## src/rtl/mem_access_unit_pkg.sv

```systemverilog
// Shared types for the MEM-stage data memory access unit: funct3 encodings, FSM codes, size helper.
// Latency: none, declarations only.
// Backpressure: not applicable.
package mem_access_pkg;

  typedef enum logic [2:0] {
    LB  = 3'b000,
    LH  = 3'b001,
    LW  = 3'b010,
    LD  = 3'b011,
    LBU = 3'b100,
    LHU = 3'b101,
    LWU = 3'b110
  } load_funct3_t;

  typedef enum logic [2:0] {
    SB = 3'b000,
    SH = 3'b001,
    SW = 3'b010,
    SD = 3'b011
  } store_funct3_t;

  typedef enum logic [1:0] {
    S_IDLE = 2'd0,
    S_BUSY = 2'd1,
    S_DONE = 2'd2
  } state_e;

  // log2 of the access size in bytes; funct3[2] only carries signedness
  function automatic logic [1:0] size_of_funct3(input logic [2:0] funct3);
    return funct3[1:0];
  endfunction

endpackage

```

## src/rtl/mem_access_unit_if.sv

```systemverilog
// Pipeline request/response and data-cache strobe bundle for the memory access unit.
// Latency: none, wiring only.
// Backpressure: req_valid/req_ready toward the pipeline, mem_read/mem_write held until mem_resp.
interface mem_access_unit_if #(
  parameter int DATA_W = 32,
  parameter int ADDR_W = 32
);
  logic                  req_valid;
  logic                  req_ready;
  logic                  req_we;
  logic [2:0]            req_funct3;
  logic [ADDR_W-1:0]     req_addr;
  logic [DATA_W-1:0]     req_wdata;
  logic                  resp_valid;
  logic [DATA_W-1:0]     resp_rdata;
  logic                  resp_misaligned;
  logic                  resp_timeout;
  logic                  mem_read;
  logic                  mem_write;
  logic [ADDR_W-1:0]     mem_address;
  logic [DATA_W-1:0]     mem_wdata;
  logic [DATA_W/8-1:0]   mem_byte_enable;
  logic [DATA_W-1:0]     mem_rdata;
  logic                  mem_resp;

  // unit side
  modport slave (
    input  req_valid, req_we, req_funct3, req_addr, req_wdata, mem_rdata, mem_resp,
    output req_ready, resp_valid, resp_rdata, resp_misaligned, resp_timeout,
           mem_read, mem_write, mem_address, mem_wdata, mem_byte_enable
  );

  // pipeline + cache side
  modport master (
    output req_valid, req_we, req_funct3, req_addr, req_wdata, mem_rdata, mem_resp,
    input  req_ready, resp_valid, resp_rdata, resp_misaligned, resp_timeout,
           mem_read, mem_write, mem_address, mem_wdata, mem_byte_enable
  );
endinterface

```

## src/rtl/mem_access_unit_lane_align.sv

```systemverilog
// Byte-lane steering: store shift + byte enables + legality/alignment, and load extract/extend.
// Latency: purely combinational.
// Backpressure: none.
module mem_lane_align
  import mem_access_pkg::*;
#(
  parameter int DATA_W = 32,
  localparam int NB    = DATA_W / 8,
  localparam int OFF_W = $clog2(NB)
) (
  input  logic              req_we_i,
  input  logic [2:0]        req_funct3_i,
  input  logic [OFF_W-1:0]  req_off_i,
  input  logic [DATA_W-1:0] req_wdata_i,
  output logic              misaligned_o,
  output logic [DATA_W-1:0] wdata_o,
  output logic [NB-1:0]     be_o,
  input  logic [2:0]        ld_funct3_i,
  input  logic [OFF_W-1:0]  ld_off_i,
  input  logic [DATA_W-1:0] ld_rdata_i,
  output logic [DATA_W-1:0] ld_data_o
);
  localparam int IW = $clog2(DATA_W);

  logic              legal;
  logic [1:0]        st_sz;
  logic [NB-1:0]     lane_mask;
  logic [DATA_W-1:0] bit_mask;
  logic [1:0]        ld_sz;
  logic [DATA_W-1:0] ld_sh;
  logic [IW-1:0]     sign_idx;
  logic              ext_bit;
  int                ld_bits;

  // Request side: decode legality, check alignment, build lane mask and shifted store data
  always_comb begin
    legal = 1'b0;
    if (req_we_i) begin
      case (req_funct3_i)
        SB, SH, SW: legal = 1'b1;
        SD:         legal = (DATA_W == 64);
        default:    legal = 1'b0;
      endcase
    end else begin
      case (req_funct3_i)
        LB, LH, LW, LBU, LHU: legal = 1'b1;
        LD, LWU:              legal = (DATA_W == 64);
        default:              legal = 1'b0;
      endcase
    end
    st_sz     = size_of_funct3(req_funct3_i);
    lane_mask = '0;
    for (int i = 0; i < NB; i++) lane_mask[i] = (i < (1 << st_sz));
    bit_mask = '0;
    for (int i = 0; i < DATA_W; i++) bit_mask[i] = lane_mask[i / 8];
    misaligned_o = !legal || (|(req_off_i & OFF_W'((32'd1 << st_sz) - 32'd1)));
    be_o         = lane_mask << req_off_i;
    wdata_o      = (req_wdata_i & bit_mask) << {req_off_i, 3'b000};
  end

  // Response side: bring the addressed bytes down to bit 0, then sign- or zero-extend
  always_comb begin
    ld_sz    = size_of_funct3(ld_funct3_i);
    ld_sh    = ld_rdata_i >> {ld_off_i, 3'b000};
    ld_bits  = (8 << ld_sz) > DATA_W ? DATA_W : (8 << ld_sz);
    sign_idx = IW'(ld_bits - 1);
    ext_bit  = !ld_funct3_i[2] && ld_sh[sign_idx];
    ld_data_o = '0;
    for (int i = 0; i < DATA_W; i++) ld_data_o[i] = (i < ld_bits) ? ld_sh[i] : ext_bit;
  end

endmodule

```

## src/rtl/mem_access_unit.sv

```systemverilog
// MEM-stage load/store unit: alignment check, lane steering, cache handshake with watchdog, load extension.
// Latency: accept->resp_valid >= 2 cycles (misaligned: 1 cycle); abort after TIMEOUT BUSY cycles.
// Backpressure: req_ready only in IDLE; one access in flight, cache strobes held until mem_resp.
module mem_access_unit
  import mem_access_pkg::*;
#(
  parameter int DATA_W  = 32,
  parameter int ADDR_W  = 32,
  parameter int TIMEOUT = 255
) (
  input  logic              clk,
  input  logic              rst,
  mem_access_unit_if.slave  bus
);
  localparam int NB    = DATA_W / 8;
  localparam int OFF_W = $clog2(NB);
  localparam int CNT_W = $clog2(TIMEOUT + 1);

  localparam logic [1:0] IDLE = S_IDLE;
  localparam logic [1:0] BUSY = S_BUSY;
  localparam logic [1:0] DONE = S_DONE;

  logic [1:0]        state_q, state_d;
  logic [CNT_W-1:0]  cnt_q, cnt_d;
  logic              we_q;
  logic [2:0]        funct3_q;
  logic [OFF_W-1:0]  off_q;
  logic              mem_read_q, mem_write_q;
  logic [ADDR_W-1:0] mem_address_q;
  logic [DATA_W-1:0] mem_wdata_q;
  logic [NB-1:0]     mem_be_q;
  logic              resp_valid_q, resp_mis_q, resp_to_q;
  logic [DATA_W-1:0] resp_rdata_q;

  logic              al_mis;
  logic [DATA_W-1:0] al_wdata;
  logic [NB-1:0]     al_be;
  logic [DATA_W-1:0] al_ld_data;

  mem_lane_align #(.DATA_W(DATA_W)) u_align (
    .req_we_i     (bus.req_we),
    .req_funct3_i (bus.req_funct3),
    .req_off_i    (bus.req_addr[OFF_W-1:0]),
    .req_wdata_i  (bus.req_wdata),
    .misaligned_o (al_mis),
    .wdata_o      (al_wdata),
    .be_o         (al_be),
    .ld_funct3_i  (funct3_q),
    .ld_off_i     (off_q),
    .ld_rdata_i   (bus.mem_rdata),
    .ld_data_o    (al_ld_data)
  );

  // Next state; a response in the watchdog's final cycle still counts as a normal completion
  always_comb begin
    state_d = state_q;
    cnt_d   = cnt_q + CNT_W'(1);
    case (state_q)
      IDLE:    if (bus.req_valid) state_d = al_mis ? DONE : BUSY;
      BUSY:    if (bus.mem_resp || cnt_d == CNT_W'(TIMEOUT)) state_d = DONE;
      DONE:    state_d = IDLE;
      default: state_d = IDLE;
    endcase
  end

  // Request capture, strobe hold, watchdog count and response capture
  always_ff @(posedge clk or negedge rst) begin
    if (!rst) begin
      state_q       <= IDLE;
      cnt_q         <= '0;
      we_q          <= 1'b0;
      funct3_q      <= '0;
      off_q         <= '0;
      mem_read_q    <= 1'b0;
      mem_write_q   <= 1'b0;
      mem_address_q <= '0;
      mem_wdata_q   <= '0;
      mem_be_q      <= '0;
      resp_valid_q  <= 1'b0;
      resp_mis_q    <= 1'b0;
      resp_to_q     <= 1'b0;
      resp_rdata_q  <= '0;
    end else begin
      state_q      <= state_d;
      resp_valid_q <= (state_d == DONE);
      case (state_q)
        IDLE: begin
          if (bus.req_valid) begin
            we_q          <= bus.req_we;
            funct3_q      <= bus.req_funct3;
            off_q         <= bus.req_addr[OFF_W-1:0];
            mem_address_q <= {bus.req_addr[ADDR_W-1:OFF_W], {OFF_W{1'b0}}};
            if (al_mis) begin
              resp_mis_q   <= 1'b1;
              resp_to_q    <= 1'b0;
              resp_rdata_q <= '0;
            end else begin
              mem_read_q  <= !bus.req_we;
              mem_write_q <= bus.req_we;
              mem_wdata_q <= bus.req_we ? al_wdata : '0;
              mem_be_q    <= al_be;
              cnt_q       <= '0;
            end
          end
        end
        BUSY: begin
          if (bus.mem_resp) begin
            mem_read_q   <= 1'b0;
            mem_write_q  <= 1'b0;
            resp_mis_q   <= 1'b0;
            resp_to_q    <= 1'b0;
            resp_rdata_q <= we_q ? '0 : al_ld_data;
          end else if (cnt_d == CNT_W'(TIMEOUT)) begin
            mem_read_q   <= 1'b0;
            mem_write_q  <= 1'b0;
            resp_mis_q   <= 1'b0;
            resp_to_q    <= 1'b1;
            resp_rdata_q <= '0;
          end else begin
            cnt_q <= cnt_d;
          end
        end
        default: ;
      endcase
    end
  end

  assign bus.req_ready       = (state_q == IDLE);
  assign bus.resp_valid      = resp_valid_q;
  assign bus.resp_rdata      = resp_rdata_q;
  assign bus.resp_misaligned = resp_mis_q;
  assign bus.resp_timeout    = resp_to_q;
  assign bus.mem_read        = mem_read_q;
  assign bus.mem_write       = mem_write_q;
  assign bus.mem_address     = mem_address_q;
  assign bus.mem_wdata       = mem_wdata_q;
  assign bus.mem_byte_enable = mem_be_q;

endmodule
```

## src/flat_wrapper.sv

```systemverilog
// flat-port wrapper written by rule: the top's interface ports become plain ports
module mem_access_unit_flat import mem_access_pkg::*;
#(
  parameter int DATA_W  = 32,
  parameter int ADDR_W  = 32,
  parameter int TIMEOUT = 255
)
  (clk, rst, bus_req_valid, bus_req_we, bus_req_funct3, bus_req_addr, bus_req_wdata, bus_mem_rdata, bus_mem_resp, bus_req_ready, bus_resp_valid, bus_resp_rdata, bus_resp_misaligned, bus_resp_timeout, bus_mem_read, bus_mem_write, bus_mem_address, bus_mem_wdata, bus_mem_byte_enable);
  mem_access_unit_if #(.DATA_W(DATA_W), .ADDR_W(ADDR_W)) bus_i ();
  input  logic clk;
  input  logic rst;
  input wire logic [$bits(bus_i.req_valid)-1:0] bus_req_valid;
  input wire logic [$bits(bus_i.req_we)-1:0] bus_req_we;
  input wire logic [$bits(bus_i.req_funct3)-1:0] bus_req_funct3;
  input wire logic [$bits(bus_i.req_addr)-1:0] bus_req_addr;
  input wire logic [$bits(bus_i.req_wdata)-1:0] bus_req_wdata;
  input wire logic [$bits(bus_i.mem_rdata)-1:0] bus_mem_rdata;
  input wire logic [$bits(bus_i.mem_resp)-1:0] bus_mem_resp;
  output wire logic [$bits(bus_i.req_ready)-1:0] bus_req_ready;
  output wire logic [$bits(bus_i.resp_valid)-1:0] bus_resp_valid;
  output wire logic [$bits(bus_i.resp_rdata)-1:0] bus_resp_rdata;
  output wire logic [$bits(bus_i.resp_misaligned)-1:0] bus_resp_misaligned;
  output wire logic [$bits(bus_i.resp_timeout)-1:0] bus_resp_timeout;
  output wire logic [$bits(bus_i.mem_read)-1:0] bus_mem_read;
  output wire logic [$bits(bus_i.mem_write)-1:0] bus_mem_write;
  output wire logic [$bits(bus_i.mem_address)-1:0] bus_mem_address;
  output wire logic [$bits(bus_i.mem_wdata)-1:0] bus_mem_wdata;
  output wire logic [$bits(bus_i.mem_byte_enable)-1:0] bus_mem_byte_enable;
  assign bus_i.req_valid = bus_req_valid;
  assign bus_i.req_we = bus_req_we;
  assign bus_i.req_funct3 = bus_req_funct3;
  assign bus_i.req_addr = bus_req_addr;
  assign bus_i.req_wdata = bus_req_wdata;
  assign bus_i.mem_rdata = bus_mem_rdata;
  assign bus_i.mem_resp = bus_mem_resp;
  assign bus_req_ready = bus_i.req_ready;
  assign bus_resp_valid = bus_i.resp_valid;
  assign bus_resp_rdata = bus_i.resp_rdata;
  assign bus_resp_misaligned = bus_i.resp_misaligned;
  assign bus_resp_timeout = bus_i.resp_timeout;
  assign bus_mem_read = bus_i.mem_read;
  assign bus_mem_write = bus_i.mem_write;
  assign bus_mem_address = bus_i.mem_address;
  assign bus_mem_wdata = bus_i.mem_wdata;
  assign bus_mem_byte_enable = bus_i.mem_byte_enable;
  mem_access_unit #(.DATA_W(DATA_W), .ADDR_W(ADDR_W), .TIMEOUT(TIMEOUT)) u_core (.clk(clk), .rst(rst), .bus(bus_i));
endmodule
```

## config.mk

```make
export PLATFORM = sky130hd
export DESIGN_NAME = mem_access_unit_flat
export DESIGN_NICKNAME = d
export VERILOG_FILES = /design/src/rtl/mem_access_unit_pkg.sv /design/src/rtl/mem_access_unit_if.sv /design/src/rtl/mem_access_unit_lane_align.sv /design/src/rtl/mem_access_unit.sv /design/src/flat_wrapper.sv
export SDC_FILE = /design/constraint.sdc
export NUM_CORES = 1
export LEC_CHECK = 0
export CORE_ASPECT_RATIO = 2
export CORE_MARGIN = 4
export CORE_UTILIZATION = 51
export CTS_BUF_LIST = sky130_fd_sc_hd__clkbuf_8
export CTS_CLUSTER_SIZE = 12
export DETAILED_ROUTE_END_ITERATION = 8
export GPL_TIMING_DRIVEN = 0
export PLACE_DENSITY = 0.89
export SLEW_MARGIN = 20
export SYNTH_ARGS = -nofsm -noshare
export SYNTH_HDL_FRONTEND = slang
export SYNTH_SLANG_ARGS = --single-unit
```

## constraint.sdc

```tcl
create_clock -name clk -period 5.8 [get_ports clk]
set_input_delay 1.45 -clock clk [delete_from_list [all_inputs] [get_ports clk]]
set_output_delay 1.45 -clock clk [all_outputs]
set_load 0.03 [all_outputs]
```

======== After elaboration in Yosys (flattened, before gate mapping) ========
Index checks and enable logic that the tools add are counted.
storage, ports and cells
  output and inout bits ................... 106
  bits in registers ....................... 119
  bits of input ports ..................... 104
operators by class
  shifts and indexed selects .............. 5
  $add $sub $neg .......................... 3
  bitwise operators ....................... 3
  multiplexer cells ....................... 70
  equality and inequality tests ........... 13
  reduce and logical (&&, ||, !) cells .... 17
  $lt $le $gt $ge ......................... 38
operators with widths
  cell                  number
  $lt 6x32->1 const A   16
  $lt 5x32->1 const A   8
  $mux 32               7
  $lt 3x32->1 const A   4
  $lt 4x32->1 const A   4
  $lt 1x32->1 const A   2
  $lt 2x32->1 const A   2
  $pmux 32 s2           1
  $mux 1                48
  $and 32x32->32        1
  $gt 32x7->1 const B   1
  $mux 8                4
  $shl 1x2->32 const A  1
  $shl 32x5->32         1
  $shl 4x2->32 const A  1
  $shr 32x5->32         1
  $pmux 8 s2            1
  $add 8x1->8 const B   1
  $eq 8x8->1 const B    1
  $ne 2x2->1 const B    4
  $pmux 1 s2            4
  $reduce_and 4->1      2
  $eq 3x3->1 const B    2
  $lt 5x6->1 const B    1
  26 further kinds      31

======== Logic depth before layout (Yosys ltp) ========
  depth in word-level cells ............... 11
  mapped depth ............................ 11
  gate-level depth less buffers ........... 8

======== Cells and area by module ========
A second synthesis with hierarchy kept.
unflattened totals
  cell total of the unflattened synthesis .. 610
  area, all modules ....................... 6212.2 µm²
by module, submodules not included
  module           cells each  area each (µm²)  times used
  mem_access_unit  386         4724.5           1
  mem_lane_align   224         1487.7           1

======== Worst setup path after synthesis ========
No wires, ideal clock.
  path kind ............................... input port to flip-flop
  start ................................... input bus_req_funct3[1]
  end ..................................... register u_core.mem_write_q (netlist: u_core.bus.mem_write)
  data required time ...................... 5.680 ns
  arrival time ............................ 3.338 ns
  library setup time ...................... 0.120 ns
  setup slack ............................. 2.342 ns
  stages on the path ...................... 11
  path through ............................ clkbuf_1 clkbuf_1 nor2b_1 ha_1 inv_1 a22oi_1 nand3_1 clkbuf_1 buf_1 nor2_1 a31o_2
on the way
  cells in the longest elaborated chain, start to end .. 8
  elaborated cells between the ends (all ways) .. 18
  those cells by class .................... add/sub: 1; eq/ne: 5; shift: 1; mux: 3; bitwise: 1; reduce/logical: 7
ends and longest elaborated chain
  what                                                RTL line                                                            text
  start: declaration                                  flat_wrapper.sv:14                                                  input wire logic [$bits(bus_i.req_funct3)-1:0] bus_req_funct3;
  $eq 3x1->1, or another cell as far along            mem_access_unit_lane_align.sv:39, mem_access_unit_lane_align.sv:45
  $reduce_or 5->1 or $reduce_or 3->1 (tied branches)  mem_access_unit_lane_align.sv:45, mem_access_unit_lane_align.sv:39
  $mux 1, on equally long branches                    mem_access_unit_lane_align.sv:45, mem_access_unit_lane_align.sv:39
  $mux 1                                              mem_access_unit_lane_align.sv:38                                    if (req_we_i) begin
  $logic_not 1->1                                     mem_access_unit_lane_align.sv:56                                    misaligned_o = !legal || (|(req_off_i & OFF_W'((32'd1 << st_sz) - 32'd1)));
  $logic_or 1x1->1 *                                  mem_access_unit_lane_align.sv:56
  $ne 2x2->1 (no line) *                              -
  $reduce_and 4->1 (no line) *                        -
  end signal: assignment                              mem_access_unit.sv:99                                               mem_write_q <= bus.req_we;
  end: declaration                                    mem_access_unit.sv:28                                               logic mem_read_q, mem_write_q;
Mark *: on every way between the ends. The rest lies on a longest branch, timed or not.
A chain may end at the register's enable or synchronous reset.

======== Final worst setup path ========
  start ................................... input bus_req_funct3[0]
  end ..................................... register u_core.mem_wdata_q[18] (netlist: u_core.bus.mem_wdata[18])
on the way
  cells in the longest elaborated chain, start to end .. 8
  elaborated cells between the ends (all ways) .. 25
  those cells by class .................... add/sub: 1; order compare: 4; eq/ne: 4; shift: 2; mux: 4; bitwise: 3; reduce/logical: 7
ends and longest elaborated chain
  what                                                 RTL line                text
  branches (longest 8 deep; another with $lt 1x32->1)  -
  end signal: assignment                               mem_access_unit.sv:100  mem_wdata_q <= bus.req_we ? al_wdata : '0;
  end: declaration                                     mem_access_unit.sv:30   logic [DATA_W-1:0] mem_wdata_q;
Several ways; the timed one is not identified.

==> impl_metrics.tcl <==
set metrics [dict create \
    cp_max_fo 10 \
    final_cell_mix "clkdlybuf4s50_1 (204), dfrtp_1 (119), nand2_1 (106)" \
    finClkSkew_ns 0.01536 \
    status "complete, no violations" \
    hold_violations 0 \
    first_pass_iters 6 \
    async_reset_ff_share_pct 100.0 \
    setup_viol 0 \
    postPlaceCellArea_um2 8322 \
    holdBufCountCts 0 \
    fin_crit_ns 4.139 \
    layout_commonest_cell "clkdlybuf4s50_1" \
    drt_iter0_drc 367 \
    grt-ovfl-total 0 \
    wl_per_cell_um 22.20 \
    grt_max_degree 81 \
    p_per_area_nw_per_um2 356.1 \
    synth_flop_cell "dfrtp_1" \
    pre_cts_ws_ns 1.294 \
    hp-start "u_core.bus.mem_wdata[26]" \
    std_cell_rows 56 \
    grt_pass1_vias 6471 \
    post_cts_resized 0 \
    ff2ff_path_depth 9 \
    viasPerCell 5.866 \
    port_buffers 205 \
    relSlewSlack_pct 32.47 \
    yosys.area.top_type_share_pct 49.17 \
    dp_hpwl_um 17240 \
    postLayoutCellArea_um2 8711 \
    ios 210 \
    antenna_found_initial 0 \
    start_kind "input port" \
    rr_endpoint "u_core.bus.resp_rdata[28]" \
    critPathSlowestCell "clkdlybuf4s50_1" \
    start_util_pct 51.75 \
    clkLatencyLatePin_ns 0.44 \
    slew_viol_final 0 \
    ys_types 56 \
    place_congestion 0.9504 \
    fillerInstances 804 \
    critPathMostFrequentCell "clkbuf_1" \
    routed_wl_um 22110 \
    worstMarginPinSlew_ns 1.011 \
    cts_sinks 119 \
    avgSynthCellArea_um2 9.895 \
    cts_tree "built" \
    drt_drc_violations_left 0 \
    rsz0062_at_grt "false" \
    yosysTopAreaCell "dfrtp_1" \
    criticalPathCategory "in2reg" \
    cts-root-buf "clkbuf_8" \
    clk_pin_slew_ns 0.08 \
    synth_area_leaders "dfrtp_1 (49%), nand2_1 (6.6%), mux2_2 (6.5%)" \
    synth_edf_count 0 \
    required_ns 6.13 \
    final_layout_size_suffix_gt1_share_pct 11.16 \
    end_kind "flop" \
    ant_nets 0 \
    netlist_instances 612 \
    ys_seq_elements 119 \
    whs_path_depth 2 \
    fp.coreArea_um2 11700 \
    multiInputGateArea_um2 2781 \
    r2r-start "u_core.funct3_q[1]" \
    fp.dieW_um 85.05 \
    ir_drop_mv 0.2991 \
    area.sequential_um2 2978 \
    final_nets 947 \
    synth_seq_area_share_pct 49.17 \
    htreeDepth 4 \
    min_path_type "reg2reg" \
    crit_start "bus_req_funct3[0]" \
    track_usage_pct 32.12 \
    cts_setup_buffers 0 \
    p_leak_nw 3.683 \
    dieArea_um2 13790 \
    slowest_delay_ns 0.55 \
    max_freq_mhz 241.6 \
    regToRegSetupSlack_ns 3.01 \
    crit_arrival_ns 4.47 \
    grt_pass1_wl_um 33980 \
    antenna_cells 0 \
    cts_made_buffers 17 \
    vias 5843 \
    yosysWarnings 0 \
    die_y_um 162.1 \
    drv_cap 0 \
    fin_crit_sh_pct 71.36 \
    area_growth_pct 43.84 \
    hold_path_end "u_core.bus.mem_wdata[26]" \
    postLayoutSetupSlackWorst_ns 1.661 \
    netlist_area_um2 6056 \
    cts_max_path_buffers 2 \
    worstPathCellList "clkdlybuf4s50_1 > clkbuf_1 > nor2b_1 > ha_1 > or2_2 > clkbuf_1 > clkbuf_1 > nand3b_1 > a21oi_1 > o21ai_0 > o21ai_0" \
]
==> worst max path at each step <==
| stage | end | slack, ns |
|---|---|---|
| 2_1_floorplan | u_core.bus.mem_write | 2.34 |
| 3_3_place_gp | u_core.bus.resp_valid | -1.15 |
| 3_5_place_dp | u_core.cnt_q[3] | 1.29 |
| 4_1_cts | u_core.cnt_q[3] | 1.73 |
| 5_1_grt | u_core.bus.mem_wdata[16] | 1.46 |
| 6_report | u_core.bus.mem_wdata[18] | 1.66 |
==> power breakdown <==
part	leakage, nW	internal [mW]	switching, mW
Clock	0.190	0.361	0.386
Combinational	1.94	0.529	0.720
Sequential	1.55	0.990	0.116
Total	3.68	1.88	1.22
==> cell families after synthesis <==
group                      share of synthesized area (%)
AOI/OAI and AO/OA                                  19.46
xor gates and xnor gates                          0.1447
adders and majority gates                          1.033
buffers and inverters                              4.959
DFF                                                49.17
muxes                                              11.16
other                                            0.06192
and+or+nand+nor                                    14.01
==> synth_stat cells (5+ instances only) <==
cell type,number
a21oi_1,19
a22o_1,24
a32o_1,7
a32oi_1,8
and2_1,9
buf_1,6
buf_4,7
clkbuf_1,28
dfrtp_1,119
ha_1,5
inv_1,10
mux2_2,35
mux2i_1,27
nand2_1,106
nand2b_1,7
nand3_1,5
nand3b_1,9
nor2_1,27
nor2b_1,9
o21ai_0,77
o22ai_1,9
==> worst max-delay path, delay by kind of cell <==
| kind | cells | cell delay, ns |
|---|---|---|
| AO/OA/AOI/OAI | 3 | 0.74 |
| adder cells (fa/ha/maj) | 1 | 0.21 |
| buffers and inverters | 4 | 1.59 |
| AND/OR/NAND/NOR | 3 | 0.49 |
==> per-layer routing <==
metal | up-vias | track usage (%) | part of all wire [%]
li1 | 2611 | - | -
met1 | 2772 | 30.88 | 31
met2 | 354 | 58.36 | 55
met4 | 0 | 23.70 | 6.8
met5 | - | 0 | 0
met3 | 106 | 6.650 | 6.7
==> metrics by stage <==
step	setup TNS, ns	utilization (%)	hold WS [ns]	std cells	total power, mW
2_1_floorplan	0	-	0.4791	613	1.798
3_3_place_gp	-135.78	70.87	0.4673	963	2.309
3_5_place_dp	0	71.12	0.4727	964	2.356
4_1_cts	0	74.44	0.4924	996	3.106
5_1_grt	0	74.44	0.5165	996	3.229
6_report	0	74.44	0.4892	996	3.102
==> registers in the layout, indices dropped and copies added (netlist names), 2 cells and up <==
name and flops:
u_core.bus.mem_wdata 32, u_core.funct3_q 3, u_core.state_q 2, u_core.off_q 2, u_core.bus.mem_byte_enable 4, u_core.bus.resp_rdata 32
u_core.bus.mem_address 30, u_core.cnt_q 8
==> cell type report <==
class,instances,area share [%]
Tap cell,145,2.083
Inverter,11,0.4740
Sequential cell,119,34.19
Buffer,51,2.973
Clock inverter,14,1.623
Timing Repair Buffer,206,23.89
Multi-Input combinational cell,432,31.93
Clock buffer,18,2.844
(Power assumes the default switching activity.)
